File: src/rtl/input_port.sv
// rtl/input_port.sv - NoC router input port: per-VC flit FIFOs, packet FSMs and XY routing
package noc_params;
    localparam int MESH_SIZE_X      = 4;
    localparam int MESH_SIZE_Y      = 4;
    localparam int DEST_ADDR_SIZE_X = $clog2(MESH_SIZE_X);
    localparam int DEST_ADDR_SIZE_Y = $clog2(MESH_SIZE_Y);
    localparam int VC_NUM           = 2;
    localparam int VC_SIZE          = $clog2(VC_NUM);
    localparam int PAYLOAD_SIZE     = 16;

    typedef enum logic [1:0] {HEAD, BODY, TAIL, HEADTAIL} flit_label_t;
    typedef enum logic [2:0] {LOCAL, NORTH, SOUTH, WEST, EAST} port_t;

    typedef struct packed {
        flit_label_t                 flit_label;
        logic [VC_SIZE-1:0]          vc_id;
        logic [DEST_ADDR_SIZE_X-1:0] x_dest;
        logic [DEST_ADDR_SIZE_Y-1:0] y_dest;
        logic [PAYLOAD_SIZE-1:0]     payload;
    } flit_t;
endpackage

module input_port
    import noc_params::*;
#(
    parameter int BUFFER_SIZE = 8,
    parameter int X_CURRENT   = MESH_SIZE_X / 2,
    parameter int Y_CURRENT   = MESH_SIZE_Y / 2
) (
    input  logic                           clk,
    input  logic                           rst,
    input  flit_t                          data_i,
    input  logic                           valid_flit_i,
    input  logic [VC_SIZE-1:0]             sa_sel_vc_i,
    input  logic                           sa_valid_i,
    input  logic [VC_NUM-1:0][VC_SIZE-1:0] va_new_vc_i,
    input  logic [VC_NUM-1:0]              va_valid_i,
    output flit_t                          xb_flit_o,
    output logic [VC_NUM-1:0]              is_on_off_o,
    output logic [VC_NUM-1:0]              is_allocatable_vc_o,
    output logic [VC_NUM-1:0]              va_request_o,
    output logic [VC_NUM-1:0]              sa_request_o,
    output logic [VC_NUM-1:0][VC_SIZE-1:0] sa_downstream_vc_o,
    output port_t [VC_NUM-1:0]             out_port_o,
    output logic [VC_NUM-1:0]              is_full_o,
    output logic [VC_NUM-1:0]              is_empty_o,
    output logic [VC_NUM-1:0]              error_o
);
    localparam int PTR_W = $clog2(BUFFER_SIZE);
    localparam int CNT_W = PTR_W + 1;

    typedef enum logic [1:0] {S_IDLE, S_VA, S_SA} vc_state_e;

    flit_t              mem_q    [VC_NUM][BUFFER_SIZE];
    vc_state_e          state_q  [VC_NUM];
    vc_state_e          state_d  [VC_NUM];
    logic [PTR_W-1:0]   rd_ptr_q [VC_NUM];
    logic [PTR_W-1:0]   rd_ptr_d [VC_NUM];
    logic [PTR_W-1:0]   wr_ptr_q [VC_NUM];
    logic [PTR_W-1:0]   wr_ptr_d [VC_NUM];
    logic [CNT_W-1:0]   count_q  [VC_NUM];
    logic [CNT_W-1:0]   count_d  [VC_NUM];
    logic [VC_SIZE-1:0] dvc_q    [VC_NUM];
    logic [VC_SIZE-1:0] dvc_d    [VC_NUM];
    port_t              port_q   [VC_NUM];
    port_t              port_d   [VC_NUM];
    logic [VC_NUM-1:0]  err_q, err_d;

    logic              in_head;
    logic [VC_NUM-1:0] wr_hit, rd_hit, pop, room, store;

    function automatic port_t xy_route(input flit_t f);
        if (int'(f.x_dest) > X_CURRENT)      return EAST;
        else if (int'(f.x_dest) < X_CURRENT) return WEST;
        else if (int'(f.y_dest) > Y_CURRENT) return SOUTH;
        else if (int'(f.y_dest) < Y_CURRENT) return NORTH;
        else                                 return LOCAL;
    endfunction

    assign in_head = (data_i.flit_label == HEAD) || (data_i.flit_label == HEADTAIL);

    always_comb begin
        for (int v = 0; v < VC_NUM; v++) begin
            wr_hit[v] = valid_flit_i && (data_i.vc_id == VC_SIZE'(v));
            rd_hit[v] = sa_valid_i && (sa_sel_vc_i == VC_SIZE'(v));
            pop[v]    = rd_hit[v] && (state_q[v] == S_SA) && (count_q[v] != '0);
            // A full FIFO still accepts a flit when the head leaves in the same cycle
            room[v]   = (count_q[v] != CNT_W'(BUFFER_SIZE)) || pop[v];
            store[v]  = wr_hit[v] && room[v] && ((state_q[v] == S_IDLE) == in_head);

            state_d[v]  = state_q[v];
            dvc_d[v]    = dvc_q[v];
            port_d[v]   = port_q[v];
            rd_ptr_d[v] = rd_ptr_q[v] + PTR_W'(pop[v]);
            wr_ptr_d[v] = wr_ptr_q[v] + PTR_W'(store[v]);
            count_d[v]  = count_q[v] + CNT_W'(store[v]) - CNT_W'(pop[v]);
            err_d[v]    = err_q[v] | (wr_hit[v] & ~store[v]) | (rd_hit[v] & ~pop[v]);

            case (state_q[v])
                S_IDLE: if (store[v]) begin
                    state_d[v] = S_VA;
                    port_d[v]  = xy_route(data_i);
                end
                S_VA: if (va_valid_i[v]) begin
                    state_d[v] = S_SA;
                    dvc_d[v]   = va_new_vc_i[v];
                end
                S_SA: if (pop[v] && ((mem_q[v][rd_ptr_q[v]].flit_label == TAIL) ||
                                     (mem_q[v][rd_ptr_q[v]].flit_label == HEADTAIL)))
                    state_d[v] = S_IDLE;
                default: state_d[v] = S_IDLE;
            endcase
        end
    end

    always_ff @(posedge clk) begin
        if (rst) begin
            for (int v = 0; v < VC_NUM; v++) begin
                state_q[v]  <= S_IDLE;
                rd_ptr_q[v] <= '0;
                wr_ptr_q[v] <= '0;
                count_q[v]  <= '0;
                dvc_q[v]    <= '0;
                port_q[v]   <= LOCAL;
            end
            err_q <= '0;
        end else begin
            for (int v = 0; v < VC_NUM; v++) begin
                state_q[v]  <= state_d[v];
                rd_ptr_q[v] <= rd_ptr_d[v];
                wr_ptr_q[v] <= wr_ptr_d[v];
                count_q[v]  <= count_d[v];
                dvc_q[v]    <= dvc_d[v];
                port_q[v]   <= port_d[v];
            end
            err_q <= err_d;
        end
    end

    always_ff @(posedge clk) begin
        for (int v = 0; v < VC_NUM; v++)
            if (store[v]) mem_q[v][wr_ptr_q[v]] <= data_i;
    end

    always_comb begin
        for (int v = 0; v < VC_NUM; v++) begin
            is_empty_o[v]          = (count_q[v] == '0);
            is_full_o[v]           = (count_q[v] == CNT_W'(BUFFER_SIZE));
            is_on_off_o[v]         = (count_q[v] <= CNT_W'(BUFFER_SIZE - 2));
            is_allocatable_vc_o[v] = (state_q[v] == S_IDLE) && (count_q[v] == '0);
            va_request_o[v]        = (state_q[v] == S_VA);
            sa_request_o[v]        = (state_q[v] == S_SA) && (count_q[v] != '0);
            sa_downstream_vc_o[v]  = dvc_q[v];
            out_port_o[v]          = port_q[v];
            error_o[v]             = err_q[v];
        end
        xb_flit_o       = mem_q[sa_sel_vc_i][rd_ptr_q[sa_sel_vc_i]];
        xb_flit_o.vc_id = dvc_q[sa_sel_vc_i];
    end
endmodule

File: config.mk
export PLATFORM = sky130hd
export DESIGN_NAME = input_port
export DESIGN_NICKNAME = d
export VERILOG_FILES = /design/src/rtl/input_port.sv
export SDC_FILE = /design/constraint.sdc
export NUM_CORES = 1
export LEC_CHECK = 0
export BUFFER_PORTS_ARGS = -buffer_cell sky130_fd_sc_hd__buf_2
export CAP_MARGIN = 25
export CORE_UTILIZATION = 45
export CTS_CLUSTER_DIAMETER = 40
export DETAILED_ROUTE_END_ITERATION = 12
export HOLD_SLACK_MARGIN = 0.1
export MAX_ROUTING_LAYER = met4
export PLACE_DENSITY = 0.61
export SYNTH_ARGS = -nofsm -noshare
export SYNTH_HDL_FRONTEND = slang
export SYNTH_SLANG_ARGS = --single-unit
File: constraint.sdc
create_clock -name clk -period 3.9 [get_ports clk]
set_input_delay 0.195 -clock clk [delete_from_list [all_inputs] [get_ports clk]]
set_output_delay 0.195 -clock clk [all_outputs]
set_load 0.03 [all_outputs]
---- Word level (Yosys, flattened, before mapping) ----
Memories as Yosys holds them, arrays and structs flattened.
Index checks and enable logic that the tools add are counted.
cells by class
  add/sub/neg operators ................... 8
  $mul .................................... 0
  divide/modulo/power cells ............... 0
  $lt $le $gt $ge ......................... 13
  equality and inequality tests ........... 15
  shift operators ......................... 0
  mux-type cells .......................... 55
  bitwise logic cells ..................... 31
  reduce and logical (&&, ||, !) cells .... 33
operators with widths
  kind                                                                   count
  184-bit two-way mux                                                    4
  23-bit binary-select mux with 3-bit select                             3
  23-bit two-way mux                                                     8
  184-bit OR reduction                                                   1
  23-bit demux with 3-bit select                                         2
  3-bit two-way mux                                                      11
  4-bit >= comparator, second input constant                             5
  1-bit logical AND                                                      20
  2-bit two-way mux                                                      10
  3-bit NOT with 4-bit output                                            5
  1-bit bitwise OR                                                       16
  2-bit equality test, second input constant                             7
  1-bit two-way mux                                                      13
  3-bit by 1-bit adder with 3-bit output                                 4
  2-bit case mux with 3 select lines                                     2
  4-bit by 1-bit adder with 4-bit output                                 2
  4-bit equality test, second input constant                             2
  4-bit by 3-bit <= comparator with 1-bit output, second input constant  2
  4-bit logical NOT                                                      2
  4-bit by 1-bit < comparator with 1-bit output, second input constant   2
  4-bit two-way mux                                                      2
  4-bit inequality test, second input constant                           2
  4-bit nonzero test                                                     2
  4-bit by 1-bit subtractor with 4-bit output                            2
  8 further kinds                                                        26
storage, ports and cells
  register bits after elaboration ......... 2
  bits in latches ......................... 0
  bits in writable memories ............... 400
  bits in read-only memories .............. 0
  bits of input ports ..................... 32
  output and inout port bits .............. 45
  logic and storage cells ................. 163
  memories ................................ 7
memory list
  name             depth  width  rd ports  clocked after memory_dff  write ports  line  RTL
  mem_q            2      184    3         0                         1            54    flit_t mem_q [VC_NUM][BUFFER_SIZE];
  count_q          2      4      2         0                         2            61    logic [CNT_W-1:0] count_q [VC_NUM];
  port_q           2      3      2         0                         2            65    port_t port_q [VC_NUM];
  rd_ptr_q         2      3      3         0                         2            57    logic [PTR_W-1:0] rd_ptr_q [VC_NUM];
  wr_ptr_q         2      3      2         0                         2            59    logic [PTR_W-1:0] wr_ptr_q [VC_NUM];
  state_q          2      2      2         0                         2            55    vc_state_e state_q [VC_NUM];
  1 more memories  n/a    n/a    n/a       n/a                       n/a          n/a

---- Logic depth before layout (Yosys ltp) ----
  depth in word-level cells ............... 11
  depth in mapped cells ................... 12
  depth with buffers taken out ............ 12

---- Worst setup path after synthesis ----
OpenSTA, ideal clock, no wires.
  path kind ............................... reg2reg
  start ................................... mem count_q[0][6] (netlist bit)
  end ..................................... mem mem_q[1][138] (netlist bit) (enable)
  library setup time ...................... 0.457 ns
  arrival ................................. 3.439 ns
  slack ................................... 0.004 ns
  cell stages (with the launch flop) ...... 8
  cells stage by stage .................... dfxtp_1 -> inv_1 -> ha_1 -> or3b_1 -> nand4_1 -> a211o_1 -> buf_6 -> nor4_1
RTL lines
  element      line
  from (decl)  61
  to (decl)    54

==> run summary <==
Yosys top cell by area: edfxtp_1
number of enable flip-flop cells after synthesis: 352
CTS max path bufs: 3
Worst setup EP type: output pin
pin count of the biggest net entering global routing: 65
full die area: 35,550 um2
ANT cells: 0
fin nets: 1,169
Ys Warns: 0
crit start category: flip-flop
FFs w/ async S/R, synth: 0
max-cap violations: 0
CORE AREA: 33,870 um2
Synth Cell Area: 15,660 um2
I/O pin count: 77
Synth Area per Inst: 16.06 um2
Worst-Margin Slew: 0.7529 ns
vias in the first global route: 8,599
crit-path max cell delay: 0.81 ns
htree depth: 2
post-route minimum period: 3.032 ns
clock latency on the worst-skew pair: 0.55 ns
Post-Layout Cell Count: 1,597
Worst Path Arrival: 2.84 ns
total CTS buffers: 45
commonest non-fill, non-tap cell in the layout: edfxtp_1
DP HPWL: 20,450 um
routed vias/inst: 5.436
drt pass-1 iters: 5
# port buffers: 76
commonest cells after routing, fill and taps aside: 352 x edfxtp_1, 137 x mux2i_1, 75 x buf_2
Hold Path Sink: mem_q[0][64]$_DFFE_PP_
crit share post-route: 0.7775
Hold WS: 0.1264 ns
first-pass GRT wire length: 52,490 um
HP Class: input port to flip-flop
power per cell area: 512.2 nW/um2
Synth area leaders: edfxtp_1 67%, mux2i_1 8.8%, dfxtp_1 4.3%
vias: 8,681
WL final: 34,290 um
row count: 67
Cells after Synth: 975
CTS root buf: clkbuf_16
Sink Count: 386
antenna-violating nets left: 0
CTS tree: yes
die height: 188.6 um
Pleak: 6.125 nW
Worst Reg2Reg Path Length in Cells: 10
fin. max-slew vios: 0
CP max stage cell: dfxtp_4
Final Skew: 0.02506 ns
placed cells: 1,483
Iteration-0 DRC Markers: 658
Max-slew headroom: 0.4981
Final setup viols: 0
WS Path Type: flip-flop to output pin
share of layout cells above drive strength 1: 0.2263
status: complete, no violations
post-detailed-route wirelength per cell: 21.47 um
HP Start: data_i[18]
setup bufs post-CTS: 0
clock-pin slew on the worst setup and hold paths: 0.06 ns
crit path cell chain: buf_4 -> mux2_2 -> a21oi_1 -> o221ai_1 -> buf_2
gr usage total: 0.2036
Die X: 188.6 um
global route overflow: 0
Fmax: 329.8 MHz
Area Growth Syn to Fin: 18.93%
synthesized flop and latch total: 386
Worst R2R End: count_q[0][5]$_SDFF_PP0_
initial core utilization: 0.4624
Netlist cell types: 50
DRC: 0
IR drop worst, VDD: 0.3286 mV
Worst R2R Start: count_q[0][6]$_SDFF_PP0_
Critical Path RT: 3.70 ns
final hold violations: 0
RSZ-0062 raised after global routing: false
Synth Net Count: 1,031
CP max FO: 40
Setup TNS Final: 0 ns
r2r setup slk: 1.20 ns
Yosys top cell area share: 0.6749
routability cong.: 0.7522
post-synthesis sequential area ratio: 0.7184
worst hold stages: 1
most common flop cell mapped by yosys: edfxtp_1
initial antenna violation count: 0
-- logic make-up (layout without fill, tap and decap cells) --
logic type	Yosys count	in the layout	synth area share
xor gates and xnor gates	11	11	0.006152
AOI/OAI and AO/OA	156	156	0.06192
and+or+nand+nor	133	133	0.04402
adders and majority gates	24	24	0.02013
buffers and inverters	79	253	0.02373
muxes	186	186	0.1257
DFF	386	386	0.7184
-- registers in the layout, summed over array words and instances (netlist names) --
register and flops:
mem_q 352, count_q 8, port_q 6, rd_ptr_q 6
wr_ptr_q 6, state_q 4, dvc_q 2, error_o 2
-- worst max-delay path, delay by kind of cell (launching register included) --
family | cells | cell delay (ns)
flip-flops | 1 | 0.81
buffers and inverters | 2 | 0.67
AO/OA/AOI/OAI | 2 | 0.40
multiplexers | 1 | 0.37
-- how the worst max path moves through the flow --
| stage | from | endpoint | slack, ns | cells past startpoint |
|---|---|---|---|---|
| after detailed placement | count_q[0][6]$_SDFF_PP0_ | count_q[0][5]$_SDFF_PP0_ | 1.21 | 10 |
| after floorplan | count_q[0][6]$_SDFF_PP0_ | mem_q[1][138]$_DFFE_PP_ | 0.004 | 7 |
| final | rd_ptr_q[1][0]$_SDFF_PP0_ | xb_flit_o[4] | 0.87 | 5 |
| after CTS | rd_ptr_q[1][0]$_SDFF_PP0_ | xb_flit_o[4] | 0.86 | 5 |
| after global routing | rd_ptr_q[0][0]$_SDFF_PP0_ | xb_flit_o[8] | 0.77 | 6 |
| after global placement | sa_sel_vc_i | count_q[0][6]$_SDFF_PP0_ | 1.29 | 9 |
-- power breakdown --
| part | internal, mW | switching [mW] |
|---|---|---|
| clock | 2.74 | 1.65 |
| combinational | 0.176 | 0.369 |
| sequential | 4.57 | 0.0299 |
-- final cells by class --
cell class	instances	area, um2
clock buffer	49	1184
fill	2714	15240
timing repair buffer	147	1006
clock inverter	34	401.6
multi-input combinational	510	4130
inverter	23	86.33
sequential	386	11260
tap	448	560.5
-- cell usage after synthesis, drive strengths merged (3+ instances only) --
cell	n
a21o	3
a21oi	53
and2	3
buf	27
clkbuf	29
dfxtp	34
edfxtp	352
ha	22
inv	23
mux2	45
mux2i	137
mux4	4
nand2	12
nand2b	8
nor2	65
nor2b	16
nor3	7
nor3b	3
nor4	3
nor4b	4
o21ai	23
o221ai	22
o22ai	42
xnor2	8
xor2	3
-- through the flow --
stage / cell area [um2] / util / power [mW] / worst slack (ns)
3_3_place_gp: 16730 / 0.4940 / 5.207 / 1.294
5_1_grt: 18630 / 0.5500 / 9.835 / 0.7733
3_5_place_dp: 16730 / 0.4940 / 5.217 / 1.208
4_1_cts: 18620 / 0.5497 / 9.616 / 0.8636
2_1_floorplan: 15660 / - / 5.011 / 0.004309
6_report: 18630 / 0.5500 / 9.540 / 0.8676
-- routing by layer --
metal | track usage | up-vias | routed length, um
met3 | 0.02663 | 54 | 1516
li1 | - | 4040 | -
met4 | 0.05366 | 0 | 699
met5 | - | - | 0
met2 | 0.3237 | 203 | 16500
met1 | 0.2770 | 4384 | 15570
-- what timing repair did --
item	4_1_cts	5_1_grt
endpoints found under the hold margin	311	1
resized for setup	0	0
hold buffers	30	1
No activity file was read; power rests on OpenSTA's default activity.
